File: src/rtl/regfile_dump_reader_if.sv
// ----------------------------------------------------------------------------
// regfile_dump_reader_if
//
// Purpose : groups the control, register-file read port and dump stream
//           signals of regfile_dump_reader into one bundle.
//
// Signals :
//   Start        request a dump (only honoured while the reader is idle)
//   Abort        terminate a dump in progress
//   ReadRegister index driven to the register-file read port
//   ReadData     combinational read data for ReadRegister
//   DumpValid    DumpIndex/DumpData carry a beat
//   DumpReady    consumer accepts the beat
//   DumpIndex    register index of the current beat
//   DumpData     captured register value of the current beat
//   Busy         dump in progress
//   Done         one-cycle pulse after the final beat is accepted
//
// Modports:
//   master : the dump reader itself
//   slave  : the environment (control source, register file, consumer)
// ----------------------------------------------------------------------------
interface regfile_dump_reader_if #(
    parameter int DATA_WIDTH = 32,
    parameter int ADDR_WIDTH = 5
);
    logic                  Start;
    logic                  Abort;
    logic [ADDR_WIDTH-1:0] ReadRegister;
    logic [DATA_WIDTH-1:0] ReadData;
    logic                  DumpValid;
    logic                  DumpReady;
    logic [ADDR_WIDTH-1:0] DumpIndex;
    logic [DATA_WIDTH-1:0] DumpData;
    logic                  Busy;
    logic                  Done;

    modport master (
        input  Start,
        input  Abort,
        input  ReadData,
        input  DumpReady,
        output ReadRegister,
        output DumpValid,
        output DumpIndex,
        output DumpData,
        output Busy,
        output Done
    );

    modport slave (
        output Start,
        output Abort,
        output ReadData,
        output DumpReady,
        input  ReadRegister,
        input  DumpValid,
        input  DumpIndex,
        input  DumpData,
        input  Busy,
        input  Done
    );
endinterface

File: src/rtl/regfile_dump_reader.sv
// ----------------------------------------------------------------------------
// regfile_dump_reader
//
// Purpose : debug client of the processor register file. On each Start it
//           reads x0..LAST_REG through a dedicated read port, one register at
//           a time, and presents every value tagged with its index on a
//           valid/ready stream toward the debug path. It never writes the
//           register file. LAST_REG must not exceed 2**ADDR_WIDTH-1.
//
// Ports   :
//   CLK          clock, all state changes on the rising edge
//   RESET        asynchronous, active-high reset
//   bus          regfile_dump_reader_if.master (control, read port, stream)
//   dbg_state_o  current FSM state (IDLE=0, READ=1, PRESENT=2, DONE=3)
//
// Stream handshake: a beat transfers at a rising edge where DumpValid and
// DumpReady are both high and Abort is low. Once DumpValid rises, DumpIndex
// and DumpData stay constant until that transfer, an Abort, or RESET.
// DumpValid is a pure state decode and never looks at DumpReady.
//
// Each register costs two cycles: READ drives the index and captures the
// combinational read data at its closing edge; PRESENT offers the captured
// value. Because capture happens at the closing edge of READ, a register-file
// write landing on that same edge is not seen (snapshot of the old value).
// ----------------------------------------------------------------------------
module regfile_dump_reader #(
    parameter int DATA_WIDTH = 32,
    parameter int ADDR_WIDTH = 5,
    parameter int LAST_REG   = 31
) (
    input  logic                          CLK,
    input  logic                          RESET,
    regfile_dump_reader_if.master         bus,
    output logic [1:0]                    dbg_state_o
);

    typedef enum logic [1:0] {
        S_IDLE    = 2'd0,
        S_READ    = 2'd1,
        S_PRESENT = 2'd2,
        S_DONE    = 2'd3
    } state_e;

    localparam logic [ADDR_WIDTH-1:0] LAST_IDX = ADDR_WIDTH'(LAST_REG);
    localparam logic [ADDR_WIDTH-1:0] IDX_ONE  = ADDR_WIDTH'(1);

    state_e                state_q, state_d;
    logic [ADDR_WIDTH-1:0] idx_q, idx_d;       // register currently being walked
    logic [ADDR_WIDTH-1:0] index_q, index_d;   // index tag of the presented beat
    logic [DATA_WIDTH-1:0] data_q, data_d;     // captured register value

    // ------------------------------------------------------------------
    // State register
    // ------------------------------------------------------------------
    always_ff @(posedge CLK or posedge RESET) begin
        if (RESET) begin
            state_q <= S_IDLE;
            idx_q   <= '0;
            index_q <= '0;
            data_q  <= '0;
        end else begin
            state_q <= state_d;
            idx_q   <= idx_d;
            index_q <= index_d;
            data_q  <= data_d;
        end
    end

    // ------------------------------------------------------------------
    // Next-state logic
    // ------------------------------------------------------------------
    always_comb begin
        state_d = state_q;
        idx_d   = idx_q;
        index_d = index_q;
        data_d  = data_q;

        case (state_q)
            S_IDLE: begin
                if (bus.Start) begin
                    idx_d   = '0;
                    state_d = S_READ;
                end
            end

            S_READ: begin
                if (bus.Abort) begin
                    state_d = S_IDLE;
                end else begin
                    data_d  = bus.ReadData;
                    index_d = idx_q;
                    state_d = S_PRESENT;
                end
            end

            S_PRESENT: begin
                // Abort wins over a simultaneous handshake: the beat is
                // treated as not accepted.
                if (bus.Abort) begin
                    state_d = S_IDLE;
                end else if (bus.DumpReady) begin
                    if (idx_q == LAST_IDX) begin
                        state_d = S_DONE;
                    end else begin
                        // No wrap possible: the last index leaves via DONE.
                        idx_d   = idx_q + IDX_ONE;
                        state_d = S_READ;
                    end
                end
            end

            S_DONE: begin
                state_d = S_IDLE;
            end

            default: begin
                state_d = S_IDLE;
            end
        endcase
    end

    // ------------------------------------------------------------------
    // Outputs: all decoded from registered state only
    // ------------------------------------------------------------------
    assign bus.ReadRegister = (state_q == S_READ) ? idx_q : '0;
    assign bus.DumpValid    = (state_q == S_PRESENT);
    assign bus.Busy         = (state_q == S_READ) || (state_q == S_PRESENT);
    assign bus.Done         = (state_q == S_DONE);
    assign bus.DumpIndex    = index_q;
    assign bus.DumpData     = data_q;
    assign dbg_state_o      = state_q;

endmodule

File: src/flat_wrapper.sv
// flat-port wrapper written by rule: the top's interface ports become plain ports
module regfile_dump_reader_flat 
#(
    parameter int DATA_WIDTH = 32,
    parameter int ADDR_WIDTH = 5,
    parameter int LAST_REG   = 31
)
  (CLK, RESET, dbg_state_o, bus_Start, bus_Abort, bus_ReadData, bus_DumpReady, bus_ReadRegister, bus_DumpValid, bus_DumpIndex, bus_DumpData, bus_Busy, bus_Done);
  regfile_dump_reader_if #(.DATA_WIDTH(DATA_WIDTH), .ADDR_WIDTH(ADDR_WIDTH)) bus_i ();
  input  logic CLK;
  input  logic RESET;
  output logic [1:0] dbg_state_o;
  input wire logic [$bits(bus_i.Start)-1:0] bus_Start;
  input wire logic [$bits(bus_i.Abort)-1:0] bus_Abort;
  input wire logic [$bits(bus_i.ReadData)-1:0] bus_ReadData;
  input wire logic [$bits(bus_i.DumpReady)-1:0] bus_DumpReady;
  output wire logic [$bits(bus_i.ReadRegister)-1:0] bus_ReadRegister;
  output wire logic [$bits(bus_i.DumpValid)-1:0] bus_DumpValid;
  output wire logic [$bits(bus_i.DumpIndex)-1:0] bus_DumpIndex;
  output wire logic [$bits(bus_i.DumpData)-1:0] bus_DumpData;
  output wire logic [$bits(bus_i.Busy)-1:0] bus_Busy;
  output wire logic [$bits(bus_i.Done)-1:0] bus_Done;
  assign bus_i.Start = bus_Start;
  assign bus_i.Abort = bus_Abort;
  assign bus_i.ReadData = bus_ReadData;
  assign bus_i.DumpReady = bus_DumpReady;
  assign bus_ReadRegister = bus_i.ReadRegister;
  assign bus_DumpValid = bus_i.DumpValid;
  assign bus_DumpIndex = bus_i.DumpIndex;
  assign bus_DumpData = bus_i.DumpData;
  assign bus_Busy = bus_i.Busy;
  assign bus_Done = bus_i.Done;
  regfile_dump_reader #(.DATA_WIDTH(DATA_WIDTH), .ADDR_WIDTH(ADDR_WIDTH), .LAST_REG(LAST_REG)) u_core (.CLK(CLK), .RESET(RESET), .bus(bus_i), .dbg_state_o(dbg_state_o));
endmodule
File: config.mk
export PLATFORM = sky130hd
export DESIGN_NAME = regfile_dump_reader_flat
export DESIGN_NICKNAME = d
export VERILOG_FILES = /design/src/rtl/regfile_dump_reader_if.sv /design/src/rtl/regfile_dump_reader.sv /design/src/flat_wrapper.sv
export SDC_FILE = /design/constraint.sdc
export NUM_CORES = 1
export LEC_CHECK = 0
export ABC_AREA = 1
export BUFFER_PORTS_ARGS = -buffer_cell sky130_fd_sc_hd__buf_2
export CORE_ASPECT_RATIO = 2
export CORE_UTILIZATION = 35
export CTS_CLUSTER_SIZE = 20
export DETAILED_ROUTE_END_ITERATION = 7
export SLEW_MARGIN = 25
export SYNTH_ARGS = -nofsm -noshare
export SYNTH_HDL_FRONTEND = slang
export SYNTH_SLANG_ARGS = --single-unit
File: constraint.sdc
create_clock -name CLK -period 1.8 [get_ports CLK]
set_clock_uncertainty 0.15 [all_clocks]
set_input_delay 0.45 -clock CLK [delete_from_list [all_inputs] [get_ports CLK]]
set_output_delay 0.45 -clock CLK [all_outputs]
set_load 0.01 [all_outputs]
==> out/results.ini, run 1 <==
[clock_tree]
numCtsBuffers = 5
cts_tree = built
cts_sinks = 44
root_buffer = clkbuf_8
clk_pin_slew_ns = 0.08
clock_latency_ns = 0.29
cts_buffer_depth = 2
htreeDepth = 2
cts_hold_buf = 0

[timing]
holdWs_ns = 0.0280
setup_viol = 5
clock.fmax_mhz = 545
fin_ws_ns = -0.0361
rsz0062_at_grt = yes
final_max_slew_viol_count = 0
worst_slew_pin_slew_ns = 0.266
max_slew_margin_pct = 82.3
period_share_pct = 102
finalHoldViolCount = 0
period_needed_ns = 1.84

[logic_synthesis]
yosysSeqAreaShare_pct = 58.1
syn_inst = 153
syn_avg_cell_area_um2 = 12.4
ys_seq_elements = 44
ys_warn_count = 0
synth_cell_type_count = 17
synth_nets = 196
synth_area_mm2 = 0.00189

[worst_setup_path]
cp_slowest_stage_delay_ns = 0.42
end_kind = output pin
reg2reg_depth = 6
timing.rr.end = u_core.bus.DumpData[25]
worstSetupStartpoint = u_core.dbg_state_o[0]
cp_slowest_cell = dfrtp_1
timing.rr.start = u_core.dbg_state_o[0]
cp_data_arrival_time_ns = 1.24
required_ns = 1.20
crit_top_cell = buf_6
crit_chain = buf_6, ha_4, nand2_2, inv_2, buf_6
crit_fanout = 6
crit_type = reg2out
r2r_setup_slack_ns = 0.04
startpoint_type = flip-flop

[drt]
vias = 1471
routedWlPerCell_um = 14.4
dr.pass1.iters = 4
drc = 0
initialDrtViolationCount = 19
drt_wl_total_mm = 4.53
ant_nets = 0
vias_per_cell = 4.68

[floorplanning]
io_pins = 84
die_h_um = 106
die_width_um = 54.0
start_util_pct = 36.5
row_count = 37
coreArea_mm2 = 0.00518
die_area_mm2 = 0.00573

[power_and_ir_drop]
power.internal_w = 0.00285
p_switching_w = 0.00154
power.share.sequential_pct = 36.5
peakVddDrop_uv = 960
power.leakage_nw = 1.43
clockPowerShare_pct = 14.5
finalPower_w = 0.00438
powerDensity_mw_per_mm2 = 1600
swShare_pct = 35.0
combPwrFrac_pct = 49.1

[placed_design]
dpl.hpwl_mm = 3.05
dp_slack_ns = 0.0404
dpl_cell_area_mm2 = 0.00241
io_buffer_count = 83
place_congestion = 0.779

[global_route]
antenna_found_initial = 0
met2_usage_pct = 29.3
grt_pass1_wl_mm = 6.57
grt_use_met1_pct = 16.0
grt_pass1_vias = 1463
grt_max_degree = 45
global_route.usage.met3_pct = 3.00
grt_usage_pct = 16.0
busiest_layer = met2
overflow = 0

[flow_run]
maxCapViolations = 0

[final_layout]
ff_latch_area_mm2 = 0.00110
num_antenna_cells = 0
fill_cells = 524
syn2layout_area_growth_pct = 44.4
drive_gt1_share_pct = 62.5
fin_nets = 298
mostFrequentLayoutCells = buf_2 (76), dfrtp_1 (44), mux2_2 (32)
multi_input_area_um2 = 757
final_cell_area_mm2 = 0.00274
layout_commonest_cell = buf_2

[outcome]
status = finished, violations left
violations = negative setup slack

[hold_path]
min_path_type = in2async

-- kinds of logic after synthesis --
| logic type | Yosys count | synth area share [%] |
|---|---|---|
| AND/OR/NAND/NOR | 39 | 8.72 |
| adder cells (fa/ha/maj) | 6 | 3.96 |
| flip-flops | 44 | 58.1 |
| buffers and inverters | 20 | 6.01 |
| multiplexers | 35 | 20.8 |
| AO/OA/AOI/OAI | 9 | 2.38 |
-- repair_timing --
item | 4_1_cts | 5_1_grt
cloned | 0 | 3
buffers inserted | 4 | 2
pin swaps | 1 | 7
gates resized for setup | 9 | 25
hold endpoints to repair | 0 | 0
endpoints found under the setup margin | 7 | 35
-- layout make-up --
| cell class | instances | area share (%) |
|---|---|---|
| clock buffers | 6 | 3.02 |
| clock inverters | 2 | 0.366 |
| inverters | 15 | 2.06 |
| multi-input cells | 90 | 27.7 |
| flip-flops and latches | 44 | 40.3 |
| well taps | 58 | 2.65 |
| repair buffers | 99 | 24.0 |
-- synthesized netlist by cell type, drive strengths merged --
library cell | n | share of area (%)
a21oi | 2 | 0.53
buf | 2 | 0.86
clkbuf | 3 | 2.2
dfrtp | 44 | 58
ha | 6 | 4.0
inv | 15 | 3.0
mux2 | 35 | 21
nand2 | 26 | 5.3
nand3 | 5 | 1.6
nand4 | 1 | 0.33
nor2 | 6 | 1.2
o21ai | 7 | 1.8
or2 | 1 | 0.33
-- registers in the layout (all words and copies together) (netlist names) --
register	cells
u_core.bus.DumpData	32
u_core.bus.DumpIndex	5
u_core.idx_q	5
u_core.dbg_state_o	2
-- worst max-delay path, delay by kind of cell (launching register included) --
| kind | cells | cell delay, ns |
|---|---|---|
| buffers and inverters | 3 | 0.29 |
| adder cells (fa/ha/maj) | 1 | 0.18 |
| flip-flops | 1 | 0.42 |
| AND/OR/NAND/NOR | 1 | 0.07 |
-- worst max path at each step --
stage | to | slack, ns | cells after the start
after global routing | bus_ReadRegister[4] | -0.1 | 5
after detailed placement | u_core.idx_q[0] | 0.04 | 7
after CTS | bus_ReadRegister[2] | -0.05 | 5
final | bus_ReadRegister[4] | -0.04 | 5
after floorplan | u_core.idx_q[0] | 0.13 | 9
after global placement | u_core.idx_q[1] | 0.08 | 8
-- power groups by stage --
stage               registers, W  logic, W  clock network (W)
global route             0.00166   0.00235           0.000710
global placement         0.00160   0.00171                  0
floorplan                0.00182  0.000870                  0
CTS                      0.00160   0.00190           0.000668
finish                   0.00160   0.00215           0.000635
detailed placement       0.00162   0.00173                  0
-- metal layers --
metal,routed length [um],share of wire (%)
met2,2720,60
met3,177,3.9
met5,0,0
met1,1550,34
met4,87,1.9
-- per-stage QoR --
stage	utilization, %	std cells	TNS [ns]
after floorplan	-	153	0
after global placement	46.5	297	0
after detailed placement	46.5	297	0
after CTS	49.7	309	-0.239
after global routing	52.8	314	-0.590
final	52.8	314	-0.135
Power figures use the tool's default switching activity.
==> run 2: changes to the inputs <==
--- a/config.mk
+++ b/config.mk
@@ -8,6 +8,7 @@
 export ABC_AREA = 1
 export BUFFER_PORTS_ARGS = -buffer_cell sky130_fd_sc_hd__buf_2
 export CORE_ASPECT_RATIO = 2
+export CORE_MARGIN = 1.5
 export CORE_UTILIZATION = 35
 export CTS_CLUSTER_SIZE = 20
 export DETAILED_ROUTE_END_ITERATION = 7
==> constraint.sdc (replaced) <==
create_clock -name CLK -period 2.4 [get_ports CLK]
set_clock_uncertainty 0.15 [all_clocks]
set_input_delay 0.6 -clock CLK [delete_from_list [all_inputs] [get_ports CLK]]
set_output_delay 0.6 -clock CLK [all_outputs]
set_load 0.01 [all_outputs]
==> run 2 against run 1 <==
Sequential share of layout area rose by 4.6 points; highest routed layer unchanged; utilization fell by 5.4 points; critical endpoint is now bus_DumpValid; the flow now finishes without violations; final area fell by 10%; hold slack improved by 0.10 ns; routed wire length fell by 16%; critical path depth fell by 2; final cell count fell by 4.8%; non-clock buffer count fell by 14.
==> out/results.ini, run 2 (synthesis results as in run 1) <==
[worst_setup_path]
r2r_setup_slack_ns = 0.49  ; was 0.04 ns
startpoint_type = flip-flop  ; unchanged
crit_type = reg2out  ; unchanged
reg2reg_depth = 5  ; was 6
timing.rr.end = u_core.bus.DumpData[26]  ; was u_core.bus.DumpData[25]
crit_fanout = 10  ; was 6
cp_data_arrival_time_ns = 1.38  ; was 1.24 ns
required_ns = 1.65  ; was 1.20 ns
timing.rr.start = u_core.dbg_state_o[1]  ; was u_core.dbg_state_o[0]
end_kind = output pin  ; unchanged

[timing]
period_share_pct = 88.8
rsz0062_at_grt = no  ; was yes
clock.fmax_mhz = 469
worst_slew_pin_slew_ns = 0.382  ; was 0.266 ns
period_needed_ns = 2.13
final_max_slew_viol_count = 0  ; unchanged
setup_viol = 0  ; was 5
fin_ws_ns = 0.269  ; was -0.0361 ns
holdWs_ns = 0.132  ; was 0.0280 ns
tns_ns = 0  ; was -0.135 ns
max_slew_margin_pct = 74.5  ; was 82.3%
finalHoldViolCount = 0  ; unchanged

[power_and_ir_drop]
powerDensity_mw_per_mm2 = 1180  ; was 1600 mW/mm^2
power.leakage_nw = 1.33  ; was 1.43 nW
peakVddDrop_uv = 763  ; was 960 uV

[clock_tree]
cts_buffer_depth = 2  ; unchanged
numCtsBuffers = 5  ; unchanged
root_buffer = clkbuf_8  ; unchanged
post_cts_buffers = 0  ; was 4
htreeDepth = 2  ; unchanged
clk_pin_slew_ns = 0.08  ; about the same
clock_latency_ns = 0.29  ; about the same
cts_sinks = 44  ; unchanged
cts_hold_buf = 0  ; unchanged
cts_resized = 0  ; was 9
cts_tree = built  ; unchanged

[drt]
routedWlPerCell_um = 12.8  ; was 14.4 um
vias_per_cell = 4.57  ; was 4.68
ant_nets = 0  ; unchanged
vias = 1366  ; was 1471
initialDrtViolationCount = 15  ; was 19
drt_wl_total_mm = 3.82  ; was 4.53 mm
dr.pass1.iters = 4  ; unchanged
drc = 0  ; unchanged

[placed_design]
dpl.hpwl_mm = 2.99  ; was 3.05 mm
place_congestion = 0.794  ; was 0.779
dp_slack_ns = 0.480  ; was 0.0404 ns
io_buffer_count = 83  ; unchanged

[floorplanning]
coreArea_mm2 = 0.00518  ; unchanged
start_util_pct = 36.5  ; unchanged
die_h_um = 107  ; was 106 um
die_width_um = 55.0  ; was 54.0 um
die_area_mm2 = 0.00589  ; was 0.00573 mm^2
io_pins = 84  ; unchanged
row_count = 37  ; unchanged

[final_layout]
mostFrequentLayoutCells = buf_2 (83), dfrtp_1 (44), mux2_2 (32)  ; was buf_2 (76), dfrtp_1 (44), mux2_2 (32)
fill_cells = 528  ; was 524
syn2layout_area_growth_pct = 29.6  ; was 44.4%
num_antenna_cells = 0  ; unchanged
largest_register_ffs = 32  ; unchanged
fin_nets = 283  ; was 298
drive_gt1_share_pct = 52.7  ; was 62.5%
layout_commonest_cell = buf_2  ; unchanged

[global_route]
grt_max_degree = 31  ; was 45
grt_pass1_wl_mm = 5.91  ; was 6.57 mm
antenna_found_initial = 0  ; unchanged
overflow = 0  ; unchanged
grt_pass1_vias = 1301  ; was 1463
grt_usage_pct = 14.0  ; was 16.0%

[outcome]
status = finished, final reports clean  ; was finished, violations left

[hold_path]
min_path_type = in2async  ; unchanged

[flow_run]
maxCapViolations = 0  ; unchanged

==> run 2: worst max-delay path: stages (launching register included) <==
cell	delay, ns
dfrtp_1	0.42
inv_1	0.12
ha_1	0.36
buf_2	0.20
==> run 2: worst max path at each step <==
| stage | from | to | slack, ns | cells past startpoint |
|---|---|---|---|---|
| final | u_core.dbg_state_o[0] | bus_DumpValid | 0.27 | 3 |
| after global routing | u_core.dbg_state_o[0] | bus_DumpValid | 0.15 | 3 |
| after CTS | u_core.dbg_state_o[0] | bus_DumpValid | 0.25 | 3 |
| after detailed placement | u_core.dbg_state_o[1] | u_core.bus.DumpData[26] | 0.48 | 5 |
| after global placement | u_core.dbg_state_o[1] | u_core.bus.DumpData[11] | 0.48 | 5 |
| after floorplan | RESET | u_core.bus.DumpData[0] | 0.62 | 1 |
==> run 2: layout make-up <==
cell class                 instances  area, um^2  share of cell area (%)
timing repair buffer              85         455                    18.6
clock buffer                       8        90.1                    3.67
sequential                        44        1100                    44.9
multi-input combinational         89         679                    27.7
tap                               58        72.6                    2.96
inverter                          15        56.3                    2.29
==> run 2: layer usage <==
metal  global-route usage [%]  vias up  part of all wire, %  wire length, um
met1                     14.1      644                   35             1350
li1                         -      669                    -                -
met4                     6.79        0                  2.1               81
met5                        0        -                    0                0
met3                     3.34        6                  6.2              235
met2                     25.1       47                   56             2150
==> run 2: through the flow <==
step	area [um^2]	std cells	total power [W]	util, %
2_1_floorplan	1890	153	0.00202	-
3_3_place_gp	2360	291	0.00245	45.6
3_5_place_dp	2360	291	0.00247	45.6
4_1_cts	2450	299	0.00295	47.3
5_1_grt	2450	299	0.00313	47.3
6_report	2450	299	0.00289	47.3
==> run 2: report_power, final <==
group / leakage [nW] / total [W] / switching [W] / internal [W]
sequential: 0.542 / 0.00121 / 0.000156 / 0.00105
combinational: 0.739 / 0.00122 / 0.000611 / 0.000608
clock: 0.0455 / 0.000465 / 0.000231 / 0.000235
==> run 3: changes to the inputs <==
--- a/config.mk
+++ b/config.mk
@@ -5,13 +5,16 @@
 export SDC_FILE = /design/constraint.sdc
 export NUM_CORES = 1
 export LEC_CHECK = 0
-export ABC_AREA = 1
+export ABC_AREA = 0
 export BUFFER_PORTS_ARGS = -buffer_cell sky130_fd_sc_hd__buf_2
+export CELL_PAD_IN_SITES_DETAIL_PLACEMENT = 1
+export CELL_PAD_IN_SITES_GLOBAL_PLACEMENT = 2
 export CORE_ASPECT_RATIO = 2
 export CORE_MARGIN = 1.5
-export CORE_UTILIZATION = 35
+export CORE_UTILIZATION = 32
 export CTS_CLUSTER_SIZE = 20
 export DETAILED_ROUTE_END_ITERATION = 7
+export PLACE_DENSITY_LB_ADDON = 0.1
 export SLEW_MARGIN = 25
 export SYNTH_ARGS = -nofsm -noshare
 export SYNTH_HDL_FRONTEND = slang
==> run 3 against run 2 <==
Final area is 5.4% higher; via count is 3.7% higher; clock power is 66% higher; synthesized cell count is 12% lower; clock-buffer cell count is 3 lower; synthesized area is 0.59% higher; critical endpoint is now u_core.idx_q[1]; hold slack better by 0.039 ns; total power is 14% higher; utilization is 2.0 points lower; routed wire length is 20% higher.
==> out/results.ini, run 3 <==
[logic_synthesis]
ys.flop_type = dfrtp_1  ; unchanged
yosys.area.top_type = dfrtp_1  ; unchanged
yosys-top-cells-count = dfrtp_1 (44), mux2_2 (37), and2_1 (6), ha_1 (6)  ; was dfrtp_1 (44), mux2_2 (32), nand2_1 (25)
syn_inst = 135  ; was 153
synth_area_mm2 = 0.00191  ; was 0.00189 mm^2
yosysSeqAreaShare_pct = 57.8  ; was 58.1%
syn_avg_cell_area_um2 = 14.1  ; was 12.4 um^2
yosys-top-cells-area = dfrtp_1 (58%), mux2_2 (22%), ha_1 (3.9%)  ; was dfrtp_1 (58%), mux2_2 (19%), nand2_1 (5.0%)
synth.most_common_cell = dfrtp_1  ; unchanged
synth-edff-count = 0  ; unchanged
synth_nets = 178  ; was 196
ys_warn_count = 0  ; unchanged
yosysTopAreaCellShare_pct = 57.8  ; was 58.1%
synth_cell_type_count = 26  ; was 17
ys_seq_elements = 44  ; unchanged
async_flop_share_pct = 100  ; unchanged

[placed_design]
dpl.hpwl_mm = 3.66  ; was 2.99 mm
place_congestion = 0.837  ; was 0.794
io_buffer_count = 83  ; unchanged

[timing]
clock.fmax_mhz = 442  ; was 469 MHz
period_needed_ns = 2.26  ; was 2.13 ns
max_slew_margin_pct = 56.5  ; was 74.5%
rsz0062_at_grt = no  ; unchanged
period_share_pct = 94.3  ; was 88.8%
setup_viol = 0  ; unchanged
final_max_slew_viol_count = 0  ; unchanged
holdWs_ns = 0.171  ; was 0.132 ns
finalHoldViolCount = 0  ; unchanged
worst_slew_pin_slew_ns = 0.648  ; was 0.382 ns
tns_ns = 0  ; unchanged

[floorplanning]
die_area_mm2 = 0.00645  ; was 0.00589 mm^2
io_pins = 84  ; unchanged
row_count = 39  ; was 37
die_h_um = 112  ; was 107 um
start_util_pct = 33.4  ; was 36.5%
die_width_um = 57.6  ; was 55.0 um
coreArea_mm2 = 0.00571  ; was 0.00518 mm^2

[final_layout]
drive_gt1_share_pct = 59.2  ; was 52.7%
syn2layout_area_growth_pct = 35.8  ; was 29.6%
fin_nets = 265  ; was 283
mostFrequentLayoutCells = buf_2 (83), dfrtp_1 (44), mux2_2 (37)  ; was buf_2 (83), dfrtp_1 (44), mux2_2 (32)
fill_cells = 631  ; was 528
largest_register_ffs = 32  ; unchanged
layout_commonest_cell = buf_2  ; unchanged
num_antenna_cells = 0  ; unchanged

[global_route]
antenna_found_initial = 0  ; unchanged
overflow = 0  ; unchanged
grt_pass1_wl_mm = 7.71  ; was 5.91 mm
grt_max_degree = 33  ; was 31
grt_pass1_vias = 1594  ; was 1301
grt_usage_pct = 15.4  ; was 14.0%

[worst_setup_path]
crit_path_end = u_core.idx_q[1]  ; was bus_DumpValid
r2r_setup_slack_ns = 0.14  ; was 0.49 ns
cp_slowest_cell = dfrtp_1  ; unchanged
cp_slowest_stage_delay_ns = 0.43  ; was 0.42 ns
startpoint_type = flip-flop  ; unchanged
timing.rr.end = u_core.idx_q[1]  ; was u_core.bus.DumpData[26]
crit_type = reg2reg  ; was reg2out
crit_fanout = 8  ; was 10
timing.rr.start = u_core.idx_q[1]  ; was u_core.dbg_state_o[1]
worstSetupStartpoint = u_core.idx_q[1]  ; was u_core.dbg_state_o[0]
cp_data_arrival_time_ns = 2.28  ; was 1.38 ns
end_kind = flip-flop  ; was output pin
required_ns = 2.41  ; was 1.65 ns
crit_top_cell = ha_1
reg2reg_depth = 6  ; was 5
crit_chain = ha_1, and3_1, ha_1, and4bb_1, o21ai_1, a221o_1  ; was inv_1, ha_1, buf_2

[hold_path]
min_path_type = in2async  ; unchanged

[clock_tree]
numCtsBuffers = 5  ; unchanged
cts_hold_buf = 0  ; unchanged
htreeDepth = 2  ; unchanged
clk_pin_slew_ns = 0.06  ; was 0.08 ns
cts_resized = 0  ; unchanged
cts_buffer_depth = 2  ; unchanged
clock_latency_ns = 0.28  ; was 0.29 ns
root_buffer = clkbuf_16  ; was clkbuf_8
cts_sinks = 44  ; unchanged
cts_tree = built  ; unchanged
post_cts_buffers = 0  ; unchanged

[drt]
vias_per_cell = 4.99  ; was 4.57
ant_nets = 0  ; unchanged
dr.pass1.iters = 4  ; unchanged
initialDrtViolationCount = 45  ; was 15
routedWlPerCell_um = 16.2  ; was 12.8 um
vias = 1416  ; was 1366
drt_wl_total_mm = 4.59  ; was 3.82 mm
drc = 0  ; unchanged

[outcome]
status = finished, final reports clean  ; unchanged

[power_and_ir_drop]
peakVddDrop_uv = 731  ; was 763 uV
powerDensity_mw_per_mm2 = 1270  ; was 1180 mW/mm^2
power.leakage_nw = 1.32  ; was 1.33 nW

[flow_run]
maxCapViolations = 0  ; unchanged

[run 3: changes by cell type after synthesis, sizes merged, moves of 3 or more]
cell   delta
a31oi     +4
buf       +3
and3      +4
inv      -11
o21ai     -3
nor2      -6
nor2b     +3
and2      +6
nand3     -5
nand2    -24
[run 3: layout make-up]
| class | count | area, um^2 | area share [%] |
|---|---|---|---|
| Sequential cell | 44 | 1100 | 42.6 |
| Multi-Input combinational cell | 81 | 761 | 29.4 |
| Timing Repair Buffer | 86 | 463 | 17.9 |
| Clock buffer | 5 | 125 | 4.84 |
| Tap cell | 61 | 76.3 | 2.95 |
| Clock inverter | 3 | 46.3 | 1.79 |
| Inverter | 4 | 15.0 | 0.580 |
[run 3: how the worst min path moves through the flow]
stage | start | endpoint | slack (ns) | cells past startpoint
floorplan | u_core.idx_q[3] | u_core.idx_q[3] | 0.32 | 1
global placement | u_core.bus.DumpData[19] | u_core.bus.DumpData[19] | 0.33 | 1
detailed placement | u_core.bus.DumpData[5] | u_core.bus.DumpData[5] | 0.34 | 1
CTS | RESET | u_core.bus.DumpData[14] | 0.19 | 2
global route | RESET | u_core.idx_q[2] | 0.22 | 2
finish | RESET | u_core.bus.DumpData[14] | 0.17 | 2
[run 3: metrics by stage]
step | cell area [um^2] | setup slack (ns) | power (W) | utilization [%] | std cells
6_report | 2590 | 0.136 | 0.00329 | 45.3 | 284
5_1_grt | 2590 | 0.0328 | 0.00352 | 45.3 | 284
4_1_cts | 2590 | 0.130 | 0.00336 | 45.3 | 284
3_5_place_dp | 2420 | 0.141 | 0.00257 | 42.3 | 276
3_3_place_gp | 2420 | 0.251 | 0.00252 | 42.3 | 276
2_1_floorplan | 1910 | 0.350 | 0.00201 | - | 135
[run 3: power breakdown]
group          internal (W)  total (W)  switching [W]
Sequential          0.00105    0.00121       0.000160
Combinational      0.000674    0.00130       0.000630
Clock              0.000494   0.000774       0.000280
[run 3: layer usage]
metal	GRT usage, %	up-vias	part of all wire [%]
met5	0	-	0
met2	30.5	54	60
li1	-	652	-
met1	14.4	702	32
met4	7.13	0	2.4
met3	2.53	8	5.6
[run 3: cell families (layout without fill, tap and decap cells)]
group,count (synthesis),after routing,share of synthesized area [%]
buffers and inverters,10,98,2.69
adders and majority gates,6,6,3.94
AOI/OAI and AO/OA,18,18,6.70
DFF,44,44,57.8
and+or+nand+nor,20,20,7.03
muxes,37,37,21.9
[run 3: worst max-delay path: cells and delay by family, from the launching register on]
family,cells,cell delay [ns]
AND/OR/NAND/NOR,2,0.62
adder cells (fa/ha/maj),2,0.44
flip-flops,1,0.43
AO/OA/AOI/OAI,2,0.49
